### config.mk
export PLATFORM = sky130hd
export DESIGN_NAME = load_use_hazard_ctrl
export DESIGN_NICKNAME = d
export VERILOG_FILES = /design/src/rtl/load_use_hazard_ctrl_pkg.sv /design/src/rtl/load_use_hazard_ctrl_scoreboard.sv /design/src/rtl/load_use_hazard_ctrl.sv
export SDC_FILE = /design/constraint.sdc
export NUM_CORES = 1
export LEC_CHECK = 0
export ABC_AREA = 1
export BUFFER_PORTS_ARGS = -buffer_cell sky130_fd_sc_hd__buf_2
export CORE_ASPECT_RATIO = 0.7
export CORE_UTILIZATION = 50
export CTS_CLUSTER_SIZE = 40
export DETAILED_ROUTE_END_ITERATION = 12
export HOLD_SLACK_MARGIN = 0.03
export PLACE_DENSITY = 0.76
export SLEW_MARGIN = 30
export SYNTH_ARGS = -nofsm -noshare
export SYNTH_HDL_FRONTEND = slang
export SYNTH_SLANG_ARGS = --single-unit
export TNS_END_PERCENT = 20
### constraint.sdc
create_clock -name clk -period 1.4 [get_ports clk]
set_input_delay 0 -clock clk [delete_from_list [all_inputs] [get_ports clk]]
set_output_delay 0 -clock clk [all_outputs]
set_load 0.02 [all_outputs]
### src/rtl/load_use_hazard_ctrl_pkg.sv
// Shared widths, tuning constants, FSM encoding and age-queue entry type for the
// load-use interlock. The forwarding unit takes REG_ADDR_W from here too.
package load_use_hazard_ctrl_pkg;

   localparam int REG_ADDR_W  = 4;
   localparam int OP3_ADDR_W  = 3;
   localparam int NUM_REGS    = 16;
   localparam int LOAD_LAT    = 2;
   localparam int MAX_STALL   = 15;
   localparam int STALL_CNT_W = 4;
   localparam int PERF_CNT_W  = 16;

   typedef enum logic [1:0] {
      LUH_RUN   = 2'd0,
      LUH_STALL = 2'd1,
      LUH_ERR   = 2'd2
   } luh_state_e;

   typedef struct packed {
      logic                  vld;
      logic [REG_ADDR_W-1:0] addr;
   } age_ent_t;

   function automatic logic [NUM_REGS-1:0] reg_bit(input logic [REG_ADDR_W-1:0] addr);
      return NUM_REGS'(1) << addr;
   endfunction

endpackage

### src/rtl/load_use_hazard_ctrl_scoreboard.sv
// Pending-load bit per architectural register; one-cycle update, set beats clear.
// No backpressure: set/clear/clear-all are accepted every cycle.
module luh_scoreboard
   import load_use_hazard_ctrl_pkg::*;
(
   input  logic                  clk,
   input  logic                  rst_n,
   input  logic                  set_en,
   input  logic [REG_ADDR_W-1:0] set_addr,
   input  logic                  clr_en,
   input  logic [REG_ADDR_W-1:0] clr_addr,
   input  logic                  clr_all,
   output logic [NUM_REGS-1:0]   pending
);

   logic [NUM_REGS-1:0] pending_q;
   logic [NUM_REGS-1:0] pending_d;

   // Set is applied last so a load re-issuing on its predecessor's WB cycle stays pending.
   always_comb begin
      pending_d = pending_q;
      if (clr_all) begin
         pending_d = '0;
      end
      if (clr_en) begin
         pending_d = pending_d & ~reg_bit(clr_addr);
      end
      if (set_en) begin
         pending_d = pending_d | reg_bit(set_addr);
      end
   end

   always_ff @(posedge clk or negedge rst_n) begin
      if (!rst_n) begin
         pending_q <= '0;
      end else begin
         pending_q <= pending_d;
      end
   end

   assign pending = pending_q;

endmodule

### src/rtl/load_use_hazard_ctrl.sv
// Load-use interlock: zero-latency stall/bubble on collision with an in-flight load; the
// stall is the backpressure it applies to IF/ID. Optional LUH_PERF_CNT_EN adds perf_stall_cnt.
module load_use_hazard_ctrl
   import load_use_hazard_ctrl_pkg::*;
(
   input  logic                  clk,
   input  logic                  rst_n,
   input  logic                  id_valid,
   input  logic [REG_ADDR_W-1:0] id_op1_addr,
   input  logic                  id_op1_use,
   input  logic [REG_ADDR_W-1:0] id_op2_addr,
   input  logic                  id_op2_use,
   input  logic [OP3_ADDR_W-1:0] id_op3_addr,
   input  logic                  id_op3_use,
   input  logic [REG_ADDR_W-1:0] id_dst_addr,
   input  logic                  id_reg_wr_en,
   input  logic                  id_load,
   input  logic                  wb_reg_wr_en,
   input  logic [REG_ADDR_W-1:0] wb_dst_addr,
   input  logic                  wb_load,
   input  logic                  flush,
   output logic                  stall_ifid,
   output logic                  bubble_ex,
   output logic [NUM_REGS-1:0]   pending_mask,
`ifdef LUH_PERF_CNT_EN
   output logic [PERF_CNT_W-1:0] perf_stall_cnt,
`endif
   output logic                  hazard_err
);

   localparam logic [STALL_CNT_W-1:0] STALL_LAST = STALL_CNT_W'(MAX_STALL - 1);
   localparam logic [STALL_CNT_W-1:0] STALL_SAT  = '1;

   luh_state_e             state_q, state_d;
   logic [STALL_CNT_W-1:0] stall_cnt_q, stall_cnt_d;
   logic                   err_q, err_d;
   age_ent_t               age_q [LOAD_LAT];
   age_ent_t               age_d [LOAD_LAT];
   age_ent_t               due_q, due_d;

   logic                   wb_fwd;
   logic [NUM_REGS-1:0]    wb_mask;
   logic [NUM_REGS-1:0]    live_mask;
   logic                   src_hit;
   logic                   hit;
   logic                   issue;
   logic                   lost_wb;
   logic                   clr_all;

   // A load writing back this cycle is forwarded, so its register no longer blocks ID.
   always_comb begin
      wb_fwd    = wb_reg_wr_en & wb_load;
      wb_mask   = wb_fwd ? reg_bit(wb_dst_addr) : '0;
      live_mask = pending_mask & ~wb_mask;
      src_hit   = (id_op1_use   & live_mask[id_op1_addr])
                | (id_op2_use   & live_mask[id_op2_addr])
                | (id_op3_use   & live_mask[REG_ADDR_W'(id_op3_addr)])
                | (id_reg_wr_en & live_mask[id_dst_addr]);
      hit       = id_valid & ~flush & src_hit;
      issue     = id_valid & id_load & id_reg_wr_en & ~hit & ~flush;
   end

   assign stall_ifid = hit & (state_q != LUH_ERR);
   assign bubble_ex  = stall_ifid;
   assign hazard_err = err_q;

   luh_scoreboard u_scoreboard (
      .clk      (clk),
      .rst_n    (rst_n),
      .set_en   (issue),
      .set_addr (id_dst_addr),
      .clr_en   (wb_fwd),
      .clr_addr (wb_dst_addr),
      .clr_all  (clr_all),
      .pending  (pending_mask)
   );

   // Each issued load walks the queue; after the last slot it sits in due_q during the
   // cycle its writeback must arrive, and a miss there means the WB was lost.
   always_comb begin
      age_d[0] = '{vld: issue, addr: id_dst_addr};
      for (int i = 1; i < LOAD_LAT; i++) begin
         age_d[i] = age_q[i-1];
      end
      due_d   = age_q[LOAD_LAT-1];
      lost_wb = due_q.vld & ~(wb_fwd & (wb_dst_addr == due_q.addr));
   end

   always_ff @(posedge clk or negedge rst_n) begin
      if (!rst_n) begin
         for (int i = 0; i < LOAD_LAT; i++) begin
            age_q[i] <= '0;
         end
         due_q <= '0;
      end else begin
         for (int i = 0; i < LOAD_LAT; i++) begin
            age_q[i] <= age_d[i];
         end
         due_q <= due_d;
      end
   end

   always_comb begin
      state_d     = state_q;
      stall_cnt_d = stall_cnt_q;
      clr_all     = 1'b0;
      err_d       = err_q | lost_wb;
      case (state_q)
         LUH_RUN: begin
            stall_cnt_d = '0;
            if (hit) begin
               state_d = LUH_STALL;
            end
         end
         LUH_STALL: begin
            if (!hit) begin
               state_d     = LUH_RUN;
               stall_cnt_d = '0;
            end else if (stall_cnt_q == STALL_LAST) begin
               // Stall has run past its limit: drop every pending bit to break the deadlock.
               state_d     = LUH_ERR;
               stall_cnt_d = stall_cnt_q + 1'b1;
               clr_all     = 1'b1;
               err_d       = 1'b1;
            end else if (stall_cnt_q != STALL_SAT) begin
               stall_cnt_d = stall_cnt_q + 1'b1;
            end
         end
         LUH_ERR: begin
            state_d     = LUH_RUN;
            stall_cnt_d = '0;
         end
         default: begin
            state_d     = LUH_RUN;
            stall_cnt_d = '0;
         end
      endcase
   end

   always_ff @(posedge clk or negedge rst_n) begin
      if (!rst_n) begin
         state_q     <= LUH_RUN;
         stall_cnt_q <= '0;
         err_q       <= 1'b0;
      end else begin
         state_q     <= state_d;
         stall_cnt_q <= stall_cnt_d;
         err_q       <= err_d;
      end
   end

`ifdef LUH_PERF_CNT_EN
   logic [PERF_CNT_W-1:0] perf_q, perf_d;

   always_comb begin
      perf_d = perf_q + PERF_CNT_W'(stall_ifid);
   end

   always_ff @(posedge clk or negedge rst_n) begin
      if (!rst_n) begin
         perf_q <= '0;
      end else begin
         perf_q <= perf_d;
      end
   end

   assign perf_stall_cnt = perf_q;
`endif

endmodule
# [Yosys cells after proc, flatten, opt, wreduce, memory -nomap -nowiden]
# Index checks and enable logic that the tools add are counted.
[op_classes] addsub=1 order_cmp=4 n_eq_ne=8 shift=2 muxes=26 bitwise_logic=26 n_reduce_logical=2
[ops] operator="$mux W16" count=4
[ops] operator="$and A16 B16 Y16" count=2
[ops] operator="$not A16 Y16" count=2
[ops] operator="$shl A1 B4 Y16 const A" count=2
[ops] operator="$mux W4" count=4
[ops] operator="$or A16 B16 Y16" count=1
[ops] operator="$lt A4 B5 Y1 const B" count=3
[ops] operator="$and A1 B1 Y1" count=14
[ops] operator="$bmux W1 S4" count=3
[ops] operator="$mux W1" count=10
[ops] operator="$ne A4 B4 Y1 const B" count=2
[ops] operator="$mux W2" count=3
[ops] operator="$lt A3 B5 Y1 const B" count=1
[ops] operator="$add A4 B1 Y4 const B" count=1
[ops] operator="$eq A4 B4 Y1" count=1
[ops] operator="$eq A4 B4 Y1 const B" count=1
[ops] operator="$ne A2 B2 Y1 const B" count=2
[ops] operator="$or A1 B1 Y1" count=4
[ops] operator="$pmux W2 S2" count=1
[ops] operator="$bmux W1 S3" count=1
[ops] operator="$ne A3 B3 Y1 const B" count=1
[ops] operator="$not A1 Y1" count=3
[ops] operator="$eq A2 B1 Y1 const B" count=1
[ops] operator="$logic_not A2 Y1" count=1
[ops] operator="$reduce_and A2 Y1" count=1
[word_totals] register_bits=38

# [Longest topological paths before layout]
[depth] ltp_word=18 depth_mapped=16 mapped_depth_nobuf=15

# [Hierarchy]
# A second synthesis with hierarchy kept.
[hier_totals] cells_unflattened=377 area_unflattened_um2=2577.5
[by_module_without_submodules] module="load_use_hazard_ctrl" n_inst=1 cells_each=238 area_each_um2=1651.6
[by_module_without_submodules] module="luh_scoreboard" n_inst=1 cells_each=139 area_each_um2=925.9

# [Worst setup path before layout]
# OpenSTA, ideal clock, no wires.
[synth_path] path_kind="flip-flop to output port" startpoint="reg u_scoreboard.pending_q[11], in the netlist u_scoreboard.pending[11]" endpoint="out stall_ifid" arrival_ps=1937 required_ps=1400 slack_ps=-537 path_stages_with_launch=11 cell_sequence="dfrtp_1 a21boi_0 nor2_1 nor2_1 nand2_1 nand3_1 nand3_2 nand4_4 nand2_1 a21oi_1 buf_4"
[synth_via] elab_chain_len=9 elab_cells_between_ends=15 cone_classes="mux (6); bitwise (9)"
[synth_rtl] item="start, declared" line="load_use_hazard_ctrl_scoreboard.sv:16" text="logic [NUM_REGS-1:0] pending_q;"
[synth_rtl] item="start signal, assigned" line="load_use_hazard_ctrl_scoreboard.sv:37" text="pending_q <= pending_d;"
[synth_rtl] item="$and A16 B16 Y16 (*)" line="load_use_hazard_ctrl.sv:54" text="live_mask = pending_mask & ~wb_mask;"
[synth_rtl] item="$bmux W1 S4, on equally long branches" line="load_use_hazard_ctrl.sv:55, load_use_hazard_ctrl.sv:56"
[synth_rtl] item="$mux W1, on equally long branches" line="load_use_hazard_ctrl.sv:55, load_use_hazard_ctrl.sv:56"
[synth_rtl] item="$and A1 B1 Y1, on equally long branches" line="load_use_hazard_ctrl.sv:55, load_use_hazard_ctrl.sv:56"
[synth_rtl] item="$or A1 B1 Y1" line="load_use_hazard_ctrl.sv:56" text="| (id_op2_use & live_mask[id_op2_addr])"
[synth_rtl] item="$or A1 B1 Y1" line="load_use_hazard_ctrl.sv:57" text="| (id_op3_use & live_mask[REG_ADDR_W'(id_op3_addr)])"
[synth_rtl] item="$or A1 B1 Y1 (*)" line="load_use_hazard_ctrl.sv:58" text="| (id_reg_wr_en & live_mask[id_dst_addr]);"
[synth_rtl] item="$and A1 B1 Y1 (*)" line="load_use_hazard_ctrl.sv:59" text="hit = id_valid & ~flush & src_hit;"
[synth_rtl] item="$and A1 B1 Y1 (*)" line="load_use_hazard_ctrl.sv:63" text="assign stall_ifid = hit & (state_q != LUH_ERR);"
[synth_rtl] item="end, declared" line="load_use_hazard_ctrl.sv:22" text="output logic stall_ifid,"
# Mark *: on every way between the ends. The rest lies on a longest branch, timed or not. The select of a mux whose other input is x is not followed.

# [Worst setup path in the final report]
[layout_path] startpoint="reg u_scoreboard.pending_q[1], in the netlist u_scoreboard.pending[1]" endpoint="out bubble_ex"
[layout_via] elab_chain_len=9 elab_cells_between_ends=18 cone_classes="mux (8); bitwise (10)"
[layout_rtl] item="$and A16 B16 Y16 (*)" line="load_use_hazard_ctrl.sv:54"
[layout_rtl] item="$bmux W1 S4, on equally long branches" line="load_use_hazard_ctrl.sv:55, load_use_hazard_ctrl.sv:56"
[layout_rtl] item="$mux W1, on equally long branches" line="load_use_hazard_ctrl.sv:55, load_use_hazard_ctrl.sv:56"
[layout_rtl] item="$and A1 B1 Y1, on equally long branches" line="load_use_hazard_ctrl.sv:55, load_use_hazard_ctrl.sv:56"
[layout_rtl] item="$or A1 B1 Y1" line="load_use_hazard_ctrl.sv:56"
[layout_rtl] item="$or A1 B1 Y1" line="load_use_hazard_ctrl.sv:57"
[layout_rtl] item="$or A1 B1 Y1 (*)" line="load_use_hazard_ctrl.sv:58"
[layout_rtl] item="$and A1 B1 Y1 (*)" line="load_use_hazard_ctrl.sv:59"
[layout_rtl] item="$and A1 B1 Y1 (*)" line="load_use_hazard_ctrl.sv:63"
[layout_rtl] item="end, declared" line="load_use_hazard_ctrl.sv:23" text="output logic bubble_ex,"
# Marks and branches as above.

==> impl_results.md <==
* Vias in the first global route at roughly 2700
* Initial antenna violation count at 0
* PnR worst setup slack at -0.538 ns
* Top_reg_cell synth: dfrtp_1
* Syn Std Cell Area at 0.00246 mm²
* Dominant cells by area after synthesis: dfrtp_1, nand2_1, nand3_1
* Status: finished, violations left
* Worst path slowest cell: dfrtp_1
* Crit path max-delay family: simple AND/OR/NAND/NOR gates
* Clock Skew at between 0.008 and 0.009 ns
* DRC at 0
* Tcrit/Tclk final at 1.38
* IR drop worst, VDD at between 0.0009 and 0.001 V
* Boundary pin count at 49
* Initial DRC count at between 200 and 300
* Inst Count DP at between 500 and 600
* Fmax achieved at a little over 500 MHz
* Syn Area/Cell at approximately 7.2 µm²
* Placed inst area at 0.00323 mm²
* Via count at between 3000 and 4000
* Final Hold Fails at 0
* Final setup fails at 26
* Crit Path Category: reg2out
* Port bufs at 48
* Seq/Total Area, Yosys at 0.387
* Die Span Y at 60.6 µm
* Pre-antenna DRT Iters at 5
* Post-synth top cells: nand2_1, nand3_1, dfrtp_1, inv_1, nor2_1
* Worst path required time at ~1.4 ns
* Cells after Synth at about 340
* Hpwl dp at 6.25 mm
* RSZ-0062 raised after global routing: yes
* Most used routing layer: met2
* Post-Layout Inst Area at 0.00361 mm²
* Clk buf depth at 2
* Largest net degree at the start of global routing at 19
* Final GP Congestion at 0.914
* Global-route wire length before repair at ~13 mm
* P_leak at around 1.9 nW
* DIE WIDTH at approximately 86 µm
* WP buf/inv at 2
* Ant. Diodes at 0
* CP Cell Sequence: nand2_1, buf_4, a21oi_1, nand2_1, nand3_1, nand3_2, nand4_4, nand2_4, a21oi_4, buf_6
* Root buffer cell: clkbuf_8
* H-Tree Depth at 2
* Worst Hold Class: in2async
* Total negative slack for setup checks at -11.76 ns
* Max Slew Vio Count at 0
* Antenna Violating Nets Remaining at 0
* Final min period at around 1.9 ns
* Slew headroom at 0.505
* Area delta synth->final at 47.1%
* CTS tree: yes
* Crit. End Element: output port
* Final nets at 499
* Layout cell share with drive strength beyond 1 at 0.372
* Pwr dens at between 800 and 900 mW/mm²
* Crit-path max cell delay at about 0.39 ns
* Area share of the largest cell type after synthesis at 0.387
* Synthesized flop and latch total at 38
* Failing checks: negative setup slack
* Critical-path maximum fanout at 5
* GRT Residual Overflow at 0
* Core Box Area at approximately 0.0045 mm²
* Yosys top cell by area: dfrtp_1
* Grt met1 use at 0.495
* Most frequent cell after synthesis: nand2_1
* Row cnt at 20
* GRT Total Usage at 0.353
* Worst setup SP type: register
* Pre-CTS setup slack at -0.501 ns
* CP dominant cell by count: nand2_1
* EDFF count, synth at 0
* Worst slew pin tran at between 0.7 and 0.8 ns
* Clock Latency Late Sink at about 0.30 ns
* WP data arrival at about 1.9 ns
* Filler cell count at between 300 and 400
* Yosys cell types at 35
* Final Total Pwr at ~3.2 mW
* Syn nets at around 370
* Clk sinks at 38
* WL final at slightly above 9 mm
* Die Footprint at between 0.005 and 0.006 mm²
* Clk slew on worst S/H paths at around 0.070 ns
* Final Non-Filler Cells at around 530
* Initial core utilization at 0.542
* Synth warnings at 0
* Drt wl/cell at around 17 µm
* GR Layer Usage met2 at 0.551
* Cts bufs inserted at 5
* Met3 track demand over resource at 0.0626
* Vias per Instance at around 5.6
* Max-cap violations at 0
* FFs w/ async S/R, synth at 1.00
-- layout by cell type, fill, tap and decap left out, types with 2 or more instances in the layout --
cell and count:
a21oi_4 2, a21boi_1 2, a21boi_2 3, nor2_1 29
a21oi_1 9, dfrtp_2 12, inv_2 4, a21boi_4 3
clkbuf_8 6, inv_1 35, xnor2_1 2, buf_6 3
nand4_1 18, ha_1 2, nand4_4 3, o21ai_0 2
dfrtp_1 26, nand2_1 98, nor2_4 3, dlygate4sd3_1 7
nor2_2 3, nand2_2 2, nor3_1 2, buf_2 46
nand3_1 53, buf_4 69, nand3_2 5
-- metal layers --
| metal | share of wire | wire length, µm |
|---|---|---|
| met3 | 0.10 | 930 |
| met2 | 0.45 | 4110 |
| met5 | 0 | 0 |
| met1 | 0.42 | 3790 |
| met4 | 0.026 | 236 |
-- report_power, final --
part | internal, mW | switching [mW] | leakage, nW
Combinational | 0.432 | 0.554 | 1.36
Clock | 0.580 | 0.377 | 0.0585
Sequential | 1.18 | 0.0526 | 0.474
Total | 2.19 | 0.984 | 1.89
-- final timing paths --
check                                             start                       end  slack (ns)  depth (start not counted)
worst max-delay path            u_scoreboard.pending[1]                 bubble_ex       -0.54                         10
worst max register to register  u_scoreboard.pending[1]  u_scoreboard.pending[15]       -0.51                         11
worst min-delay path                              rst_n                  age_q[0]        0.12                          2
min in group clk                                  flush                state_q[0]        0.16                          4
max in group asynchronous                         rst_n   u_scoreboard.pending[5]        0.77                          3
worst min register to register                 age_q[1]                  due_q[1]        0.35                          0
-- logic make-up (layout without fill, tap and decap cells) --
kind of cell | count (synthesis) | count (layout) | synth area share
AO/OA/AOI/OAI | 29 | 29 | 0.0795
XOR/XNOR | 3 | 3 | 0.0107
adder cells (fa/ha/maj) | 2 | 2 | 0.0102
buffers and inverters | 50 | 175 | 0.0881
flip-flops | 38 | 38 | 0.387
multiplexers | 1 | 1 | 0.00408
AND/OR/NAND/NOR | 219 | 220 | 0.420
-- final cells by class --
cell class / instances / area [µm²] / share of cell area
clock buffers: 7 / 86.3 / 0.0239
clock inverters: 1 / 30.0 / 0.00831
inverters: 41 / 161 / 0.0447
multi-input cells: 255 / 1410 / 0.391
flip-flops and latches: 38 / 966 / 0.267
well taps: 66 / 82.6 / 0.0229
repair buffers: 126 / 872 / 0.241
-- stage by stage --
| step | util | hold slack [ns] |
|---|---|---|
| finish | 0.798 | 0.124 |
| global route | 0.798 | 0.145 |
| CTS | 0.780 | 0.0723 |
| detailed placement | 0.714 | -0.108 |
| global placement | 0.714 | -0.111 |
| floorplan | - | -0.296 |
-- sequential cells by signal, indices dropped and copies added, names as in the netlist --
signal	flops
age_q	5
stall_cnt_q	4
due_q	5
u_scoreboard.pending	16
age_d	5
hazard_err	1
state_q	2
-- repair_timing --
item	CTS	global route
cloned	0	1
endpoints found under the setup margin	26	26
hold buffers	7	0
gates resized for setup	15	13
hold endpoints to repair	45	0
setup buffers	7	3
pin swaps	4	3
Power figures use the tool's default switching activity.
